<file path="src/rtl/mem_issue_queue_pkg.sv">
// Shared sizing, operation encodings, entry layout and the wakeup snoop
// function for the memory issue queue.
package mem_issue_queue_pkg;

  localparam int DEPTH         = 8;
  localparam int TAG_WD        = 6;
  localparam int NUM_WB        = 2;
  localparam int MEM_OP_WD     = 12;
  localparam int INST_STATE_WD = 32;
  localparam int DATA_WD       = 32;
  localparam int PTR_WD        = $clog2(DEPTH);
  localparam int CNT_WD        = PTR_WD + 1;

  // One-hot memory op encoding: {4'b0, lb, lbu, lh, lhu, lw, sb, sh, sw}
  localparam logic [MEM_OP_WD-1:0] OP_SW  = 12'h001;
  localparam logic [MEM_OP_WD-1:0] OP_SH  = 12'h002;
  localparam logic [MEM_OP_WD-1:0] OP_SB  = 12'h004;
  localparam logic [MEM_OP_WD-1:0] OP_LW  = 12'h008;
  localparam logic [MEM_OP_WD-1:0] OP_LHU = 12'h010;
  localparam logic [MEM_OP_WD-1:0] OP_LH  = 12'h020;
  localparam logic [MEM_OP_WD-1:0] OP_LBU = 12'h040;
  localparam logic [MEM_OP_WD-1:0] OP_LB  = 12'h080;

  typedef struct packed {
    logic               rdy;
    logic [TAG_WD-1:0]  tag;
    logic [DATA_WD-1:0] data;
  } src_t;

  typedef struct packed {
    logic [MEM_OP_WD-1:0]     op;
    logic [INST_STATE_WD-1:0] inst_status;
    src_t                     src1;
    src_t                     src2;
  } entry_t;

  // Returns the source after snooping the writeback broadcast. A source that
  // is already ready is left alone; with several matching ports the lowest
  // port index wins, so the loop runs downwards and the last hit sticks.
  function automatic src_t wakeup(input src_t                      src,
                                  input logic [NUM_WB-1:0]         wb_valid,
                                  input logic [NUM_WB*TAG_WD-1:0]  wb_tag,
                                  input logic [NUM_WB*DATA_WD-1:0] wb_data);
    src_t res;
    res = src;
    if (!src.rdy) begin
      for (int i = NUM_WB - 1; i >= 0; i--) begin
        if (wb_valid[i] && (wb_tag[i*TAG_WD +: TAG_WD] == src.tag)) begin
          res.rdy  = 1'b1;
          res.data = wb_data[i*DATA_WD +: DATA_WD];
        end
      end
    end
    return res;
  endfunction

endpackage

</file>
<file path="src/rtl/mem_issue_queue_if.sv">
// Dispatch, wakeup-broadcast and issue signals of the memory issue queue.
// The queue connects through the slave modport; the driving side uses master.
interface mem_issue_queue_if;
  import mem_issue_queue_pkg::*;

  logic                       flush;
  logic                       disp_valid;
  logic                       disp_ready;
  logic [MEM_OP_WD-1:0]       disp_op;
  logic [INST_STATE_WD-1:0]   disp_inst_status;
  logic                       disp_src1_rdy;
  logic [TAG_WD-1:0]          disp_src1_tag;
  logic [DATA_WD-1:0]         disp_src1_data;
  logic                       disp_src2_rdy;
  logic [TAG_WD-1:0]          disp_src2_tag;
  logic [DATA_WD-1:0]         disp_src2_data;
  logic [NUM_WB-1:0]          wb_valid;
  logic [NUM_WB*TAG_WD-1:0]   wb_tag;
  logic [NUM_WB*DATA_WD-1:0]  wb_data;
  logic                       mem_busy;
  logic                       ready;
  logic [MEM_OP_WD-1:0]       op;
  logic [INST_STATE_WD-1:0]   inst_status;
  logic [DATA_WD-1:0]         rdata1;
  logic [DATA_WD-1:0]         rdata2;
  logic [CNT_WD-1:0]          count;

  modport slave (
    input  flush, disp_valid, disp_op, disp_inst_status,
           disp_src1_rdy, disp_src1_tag, disp_src1_data,
           disp_src2_rdy, disp_src2_tag, disp_src2_data,
           wb_valid, wb_tag, wb_data, mem_busy,
    output disp_ready, ready, op, inst_status, rdata1, rdata2, count
  );

  modport master (
    output flush, disp_valid, disp_op, disp_inst_status,
           disp_src1_rdy, disp_src1_tag, disp_src1_data,
           disp_src2_rdy, disp_src2_tag, disp_src2_data,
           wb_valid, wb_tag, wb_data, mem_busy,
    input  disp_ready, ready, op, inst_status, rdata1, rdata2, count
  );
endinterface

</file>
<file path="src/rtl/mem_iq_entry.sv">
// One issue-queue slot: holds a dispatched memory op and keeps snooping the
// writeback broadcast until both of its source operands are captured.
module mem_iq_entry
  import mem_issue_queue_pkg::*;
(
  input  logic                       clk,
  input  logic                       reset,
  input  logic                       flush,
  input  logic                       load,
  input  logic                       issue,
  input  entry_t                     load_data,
  input  logic [NUM_WB-1:0]          wb_valid,
  input  logic [NUM_WB*TAG_WD-1:0]   wb_tag,
  input  logic [NUM_WB*DATA_WD-1:0]  wb_data,
  output logic                       valid,
  output logic                       rdy,
  output logic [MEM_OP_WD-1:0]       op,
  output logic [INST_STATE_WD-1:0]   inst_status,
  output logic [DATA_WD-1:0]         data1,
  output logic [DATA_WD-1:0]         data2
);

  entry_t q;

  // Slot state: reset/flush empty it, dispatch fills it, otherwise it snoops
  // wakeups and drops its valid bit when it is issued.
  // NOTE: state is updated with non-blocking assignments so every slot and the
  // pointers in the parent all see the same pre-edge values.
  always_ff @(posedge clk) begin
    if (reset) begin
      // NOTE: the payload is cleared on reset as well as the valid bit, so a
      // reset leaves no stale operands behind; a flush only clears valid.
      valid <= 1'b0;
      q     <= '0;
    end else if (flush) begin
      valid <= 1'b0;
    end else if (load) begin
      valid <= 1'b1;
      q     <= load_data;
    end else begin
      if (issue) valid <= 1'b0;
      q.src1 <= wakeup(q.src1, wb_valid, wb_tag, wb_data);
      q.src2 <= wakeup(q.src2, wb_valid, wb_tag, wb_data);
    end
  end

  // Readiness comes from the registered flags only: a wakeup seen this cycle
  // makes the slot issuable on the next one.
  assign rdy         = q.src1.rdy & q.src2.rdy;
  assign op          = q.op;
  assign inst_status = q.inst_status;
  assign data1       = q.src1.data;
  assign data2       = q.src2.data;

endmodule

</file>
<file path="src/rtl/mem_issue_queue.sv">
// In-order load/store issue queue. Ops are dispatched at the tail, wait for
// their operands via writeback wakeup, and only the head may issue, one per
// cycle, as a single-cycle ready pulse to the AGU.
module mem_issue_queue
  import mem_issue_queue_pkg::*;
(
  input logic             clk,
  input logic             reset,
  mem_issue_queue_if.slave bus
);

  logic [PTR_WD:0]   head_q, tail_q;
  logic [CNT_WD-1:0] count_q;
  logic [PTR_WD-1:0] head_idx, tail_idx;
  logic              disp_ready;
  logic              disp_fire;
  logic              issue_fire;
  entry_t            disp_entry;

  logic [DEPTH-1:0]         ent_valid;
  logic [DEPTH-1:0]         ent_rdy;
  logic [MEM_OP_WD-1:0]     ent_op     [DEPTH];
  logic [INST_STATE_WD-1:0] ent_status [DEPTH];
  logic [DATA_WD-1:0]       ent_data1  [DEPTH];
  logic [DATA_WD-1:0]       ent_data2  [DEPTH];

  assign head_idx = head_q[PTR_WD-1:0];
  assign tail_idx = tail_q[PTR_WD-1:0];

  // A full queue refuses dispatch even if the head issues this cycle.
  assign disp_ready = (count_q != CNT_WD'(DEPTH));
  assign disp_fire  = bus.disp_valid & disp_ready & ~bus.flush;
  assign issue_fire = ent_valid[head_idx] & ent_rdy[head_idx] & ~bus.mem_busy & ~bus.flush;

  // Dispatch payload, with any same-cycle broadcast folded in so the wakeup
  // is not lost while the op is being written.
  // NOTE: every output of a combinational block gets a default first, so no
  // path leaves it unassigned and no latch is inferred.
  always_comb begin
    disp_entry             = '0;
    disp_entry.op          = bus.disp_op;
    disp_entry.inst_status = bus.disp_inst_status;
    disp_entry.src1 = wakeup(src_t'{rdy: bus.disp_src1_rdy, tag: bus.disp_src1_tag,
                                    data: bus.disp_src1_data},
                             bus.wb_valid, bus.wb_tag, bus.wb_data);
    disp_entry.src2 = wakeup(src_t'{rdy: bus.disp_src2_rdy, tag: bus.disp_src2_tag,
                                    data: bus.disp_src2_data},
                             bus.wb_valid, bus.wb_tag, bus.wb_data);
  end

  for (genvar g = 0; g < DEPTH; g++) begin : g_entry
    mem_iq_entry u_entry (
      .clk         (clk),
      .reset       (reset),
      .flush       (bus.flush),
      .load        (disp_fire  && (tail_idx == PTR_WD'(g))),
      .issue       (issue_fire && (head_idx == PTR_WD'(g))),
      .load_data   (disp_entry),
      .wb_valid    (bus.wb_valid),
      .wb_tag      (bus.wb_tag),
      .wb_data     (bus.wb_data),
      .valid       (ent_valid[g]),
      .rdy         (ent_rdy[g]),
      .op          (ent_op[g]),
      .inst_status (ent_status[g]),
      .data1       (ent_data1[g]),
      .data2       (ent_data2[g])
    );
  end

  // Issue mux: head payload while issuing, all zero otherwise.
  always_comb begin
    bus.ready       = issue_fire;
    bus.op          = '0;
    bus.inst_status = '0;
    bus.rdata1      = '0;
    bus.rdata2      = '0;
    if (issue_fire) begin
      bus.op          = ent_op[head_idx];
      bus.inst_status = ent_status[head_idx];
      bus.rdata1      = ent_data1[head_idx];
      bus.rdata2      = ent_data2[head_idx];
    end
  end

  assign bus.disp_ready = disp_ready;
  assign bus.count      = count_q;

  // Pointers and occupancy; reset and flush both return to an empty queue.
  always_ff @(posedge clk) begin
    if (reset || bus.flush) begin
      head_q  <= '0;
      tail_q  <= '0;
      count_q <= '0;
    end else begin
      if (disp_fire)  tail_q <= tail_q + 1'b1;
      if (issue_fire) head_q <= head_q + 1'b1;
      count_q <= count_q + CNT_WD'(disp_fire) - CNT_WD'(issue_fire);
    end
  end

  // The wrap-bit view of empty/full must agree with the occupancy counter.
  a_empty_matches_count: assert property (@(posedge clk) disable iff (reset)
    (head_q == tail_q) == (count_q == '0));
  a_full_matches_count: assert property (@(posedge clk) disable iff (reset)
    ((head_q[PTR_WD] != tail_q[PTR_WD]) && (head_idx == tail_idx))
      == (count_q == CNT_WD'(DEPTH)));

endmodule

</file>
<file path="src/flat_wrapper.sv">
// flat-port wrapper written by rule: the top's interface ports become plain ports
module mem_issue_queue_flat import mem_issue_queue_pkg::*;
  (clk, reset, bus_flush, bus_disp_valid, bus_disp_op, bus_disp_inst_status, bus_disp_src1_rdy, bus_disp_src1_tag, bus_disp_src1_data, bus_disp_src2_rdy, bus_disp_src2_tag, bus_disp_src2_data, bus_wb_valid, bus_wb_tag, bus_wb_data, bus_mem_busy, bus_disp_ready, bus_ready, bus_op, bus_inst_status, bus_rdata1, bus_rdata2, bus_count);
  mem_issue_queue_if bus_i ();
  input logic clk;
  input logic reset;
  input wire logic [$bits(bus_i.flush)-1:0] bus_flush;
  input wire logic [$bits(bus_i.disp_valid)-1:0] bus_disp_valid;
  input wire logic [$bits(bus_i.disp_op)-1:0] bus_disp_op;
  input wire logic [$bits(bus_i.disp_inst_status)-1:0] bus_disp_inst_status;
  input wire logic [$bits(bus_i.disp_src1_rdy)-1:0] bus_disp_src1_rdy;
  input wire logic [$bits(bus_i.disp_src1_tag)-1:0] bus_disp_src1_tag;
  input wire logic [$bits(bus_i.disp_src1_data)-1:0] bus_disp_src1_data;
  input wire logic [$bits(bus_i.disp_src2_rdy)-1:0] bus_disp_src2_rdy;
  input wire logic [$bits(bus_i.disp_src2_tag)-1:0] bus_disp_src2_tag;
  input wire logic [$bits(bus_i.disp_src2_data)-1:0] bus_disp_src2_data;
  input wire logic [$bits(bus_i.wb_valid)-1:0] bus_wb_valid;
  input wire logic [$bits(bus_i.wb_tag)-1:0] bus_wb_tag;
  input wire logic [$bits(bus_i.wb_data)-1:0] bus_wb_data;
  input wire logic [$bits(bus_i.mem_busy)-1:0] bus_mem_busy;
  output wire logic [$bits(bus_i.disp_ready)-1:0] bus_disp_ready;
  output wire logic [$bits(bus_i.ready)-1:0] bus_ready;
  output wire logic [$bits(bus_i.op)-1:0] bus_op;
  output wire logic [$bits(bus_i.inst_status)-1:0] bus_inst_status;
  output wire logic [$bits(bus_i.rdata1)-1:0] bus_rdata1;
  output wire logic [$bits(bus_i.rdata2)-1:0] bus_rdata2;
  output wire logic [$bits(bus_i.count)-1:0] bus_count;
  assign bus_i.flush = bus_flush;
  assign bus_i.disp_valid = bus_disp_valid;
  assign bus_i.disp_op = bus_disp_op;
  assign bus_i.disp_inst_status = bus_disp_inst_status;
  assign bus_i.disp_src1_rdy = bus_disp_src1_rdy;
  assign bus_i.disp_src1_tag = bus_disp_src1_tag;
  assign bus_i.disp_src1_data = bus_disp_src1_data;
  assign bus_i.disp_src2_rdy = bus_disp_src2_rdy;
  assign bus_i.disp_src2_tag = bus_disp_src2_tag;
  assign bus_i.disp_src2_data = bus_disp_src2_data;
  assign bus_i.wb_valid = bus_wb_valid;
  assign bus_i.wb_tag = bus_wb_tag;
  assign bus_i.wb_data = bus_wb_data;
  assign bus_i.mem_busy = bus_mem_busy;
  assign bus_disp_ready = bus_i.disp_ready;
  assign bus_ready = bus_i.ready;
  assign bus_op = bus_i.op;
  assign bus_inst_status = bus_i.inst_status;
  assign bus_rdata1 = bus_i.rdata1;
  assign bus_rdata2 = bus_i.rdata2;
  assign bus_count = bus_i.count;
  mem_issue_queue u_core (.clk(clk), .reset(reset), .bus(bus_i));
endmodule
</file>
<file path="config.mk">
export PLATFORM = sky130hd
export DESIGN_NAME = mem_issue_queue_flat
export DESIGN_NICKNAME = d
export VERILOG_FILES = /design/src/rtl/mem_issue_queue_pkg.sv /design/src/rtl/mem_issue_queue_if.sv /design/src/rtl/mem_iq_entry.sv /design/src/rtl/mem_issue_queue.sv /design/src/flat_wrapper.sv
export SDC_FILE = /design/constraint.sdc
export NUM_CORES = 2
export LEC_CHECK = 0
export CAP_MARGIN = 20
export CORE_ASPECT_RATIO = 1.5
export CORE_MARGIN = 1
export CORE_UTILIZATION = 30
export CTS_CLUSTER_SIZE = 28
export DETAILED_ROUTE_END_ITERATION = 7
export GPL_TIMING_DRIVEN = 0
export SYNTH_ARGS = -nofsm -noshare
export SYNTH_HDL_FRONTEND = slang
export SYNTH_SLANG_ARGS = --single-unit
export TNS_END_PERCENT = 50
</file>
<file path="constraint.sdc">
create_clock -name clk -period 3.33 [get_ports clk]
set_input_delay 0.666 -clock clk [delete_from_list [all_inputs] [get_ports clk]]
set_output_delay 0.666 -clock clk [all_outputs]
set_load 0.005 [all_outputs]
</file>
==> metrics.cfg <==
[timing]
finalSetupViolCount=149
fmax_mhz=264
grt_setup_unrepaired=yes
clock_skew_ns=0.0678
period_share=1.14
period_minus_slack_ns=3.79
hold_slack_ns=0.159
setup_ws_ns=-0.463
tightest_slew_ns=1.17
maxSlewHeadroom=0.219
fin_tns_setup_ns=-35.30
drv_slew=0
hold_viol=0

[grt]
busiest_layer=met2
grt_max_degree=18
grt-ovfl-total=0
grt_pass1_vias=53198
grt_use_met1=0.329
grt_use_total=0.293
antenna_found_initial=55
use_met2=0.473
met3_usage=0.0850
grt_first_pass_wirelength_um=391000

[final_layout]
nets=6711
layout_commonest_cell=nand2_1
final_area_um2=66300
layout_common_cells=nand2_1, dfxtp_1, a21oi_1, mux2i_1, clkbuf_1
syn2layout_area_growth_pct=21.4
drive_gt1_frac=0.187
instances_no_fill=9005
utilization=0.367

[die]
start_util=0.302
rows=191
die_height_um=525
die_w_um=350
core-area_um2=181000
die_area_um2=184000
ioPinCount=319

[clocking]
worstSkewPairLatency_ns=0.80
cts_sinks=994
numCtsBuffers=107
clock_path_buffers=3
cts-root-buf=clkbuf_16
htreeDepth=3
path_clk_slew_ns=0.07
cts_tree=done

[place]
placed_cell_area_um2=60200
dp_hpwl_um=206000
gp_congestion=0.994
dp_worst_setup_slack_ns=-2.34
placed_cells=8733
io_buffers=199

[logic_synthesis]
ys_seq_elements=994
seq_area_frac_synth=0.364
synth_warnings=0
netlist_area_um2=54600
yosysTopAreaCellShare=0.364
syn_avg_cell_area_um2=8.98
netlist_top_cells_area=dfxtp_1, mux4_2, mux2i_1
syn_nets=6305
syn_inst=6082
async_reset_ff_frac=0
ys_types=67
yosysTopAreaCell=dfxtp_1
synth_flop_cell=dfxtp_1
synth_edf_count=0

[worst_setup_path]
reg2reg_depth=10
crit_path_end_kind=primary output
crit_arrival_ns=3.13
r2r_setup_slack_ns=-0.10
required_ns=2.66
cpPeakStageDelay_ns=0.37
cpMaxStageDelayCell=clkdlybuf4s15_1
startpoint_type=input pin
path_max_fanout=10
critPathKind=input pin to primary output
cp_cell_sequence=clkdlybuf4s15_1, buf_4, buf_4, nor2_2, o311ai_4, buf_8, buf_16, clkbuf_16, buf_8, a21oi_4, buf_2

[worst_hold_path]
hold_path_depth=3
hold_path.class=input pin to register

[routing]
via_per_inst=6.07
drc_errors=0
wire_per_inst_um=31.3
vias=54636
firstDrtPassIters=6
drtIter0Drc=6887
postRouteAntennaNets=0
drt-total-wl_um=282000

[run]
maxCapViolations=0

[outcome]
violations=negative setup slack
status=finished with violations

[pwr]
peakVddDrop_mv=0.382
leakage_nw=21.3
power_per_cell_area_nw_per_um2=424
finalPower_mw=28.1

timing repair:
item / CTS / global route
hold buffers: 0 / 0
buffers inserted: 35 / 19
pin swaps: 7 / 1
cloned: 2 / 5
endpoints found under the setup margin: 860 / 529
resized for setup: 831 / 227
area by class of cell:
class / count / area (µm²)
fill: 18369 / 114000
buffer: 732 / 3970
clock buffer: 164 / 3250
timing repair buffer: 303 / 2840
antenna: 20 / 50.0
multi-input combinational: 4296 / 32500
inverter: 54 / 204
sequential: 994 / 19900
tap: 2412 / 3020
clock inverter: 30 / 528
report_power, final:
part           total (mW)  leakage [nW]  switching [mW]  internal [mW]
Sequential           12.1          8.02          0.0927           12.0
Clock                13.1          1.84            5.67           7.45
Combinational        2.89          11.5            2.01          0.882
critical path, delay by kind of cell:
family,cells,cell delay (ns)
and+or+nand+nor,1,0.23
buffers and inverters,8,1.76
AOI/OAI and AO/OA,2,0.43
routing by layer:
| layer | share of wire | vias up |
|---|---|---|
| li1 | - | 23013 |
| met1 | 0.35 | 26588 |
| met2 | 0.46 | 3736 |
| met3 | 0.10 | 1235 |
| met4 | 0.083 | 64 |
| met5 | 0.0013 | - |
state kept, by name (all words and copies together), names as in the netlist:
| name | count |
|---|---|
| u_core.g_entry.u_entry.inst_status | 256 |
| u_core.g_entry.u_entry.data2 | 256 |
| u_core.g_entry.u_entry.op | 96 |
| u_core.bus.count | 4 |
| u_core.g_entry.u_entry.valid | 8 |
| u_core.head_q | 3 |
| u_core.g_entry.u_entry.q | 112 |
| u_core.g_entry.u_entry.data1 | 256 |
| u_core.tail_q | 3 |
cell usage after synthesis, types with 66 or more instances:
master / n
mux4_2: 216
nand2_1: 1148
xor2_1: 102
nor2_1: 127
a21oi_1: 634
mux2_2: 121
a221o_1: 352
o2bb2ai_1: 66
xnor2_1: 117
clkbuf_1: 514
mux2i_1: 454
buf_2: 73
nor3_1: 310
dfxtp_1: 994
kinds of logic (layout without fill, tap and decap cells):
family          count (synthesis)  in the layout  share of synthesized area
fa+ha+maj                      18             18                    0.00426
simple gates                 1823           1823                      0.146
buf+inv                       792           1283                     0.0645
other cells                     0             20                          0
compound gates               1441           1441                      0.187
mux                           794            794                      0.198
xor+xnor                      220            220                     0.0354
flops                         994            994                      0.364
final timing paths:
check                                                         from                                                      to
max reg2reg                         u_core.bus.count[2]$_SDFF_PP0_        u_core.g_entry[6].u_entry.data1[31]$_SDFFE_PP0P_
min                                       bus_disp_inst_status[16]  u_core.g_entry[2].u_entry.inst_status[16]$_SDFFE_PP0P_
min reg2reg  u_core.g_entry[3].u_entry.inst_status[2]$_SDFFE_PP0P_   u_core.g_entry[3].u_entry.inst_status[2]$_SDFFE_PP0P_
max                                                      bus_flush                                          bus_rdata2[29]
(Power assumes the default switching activity.)
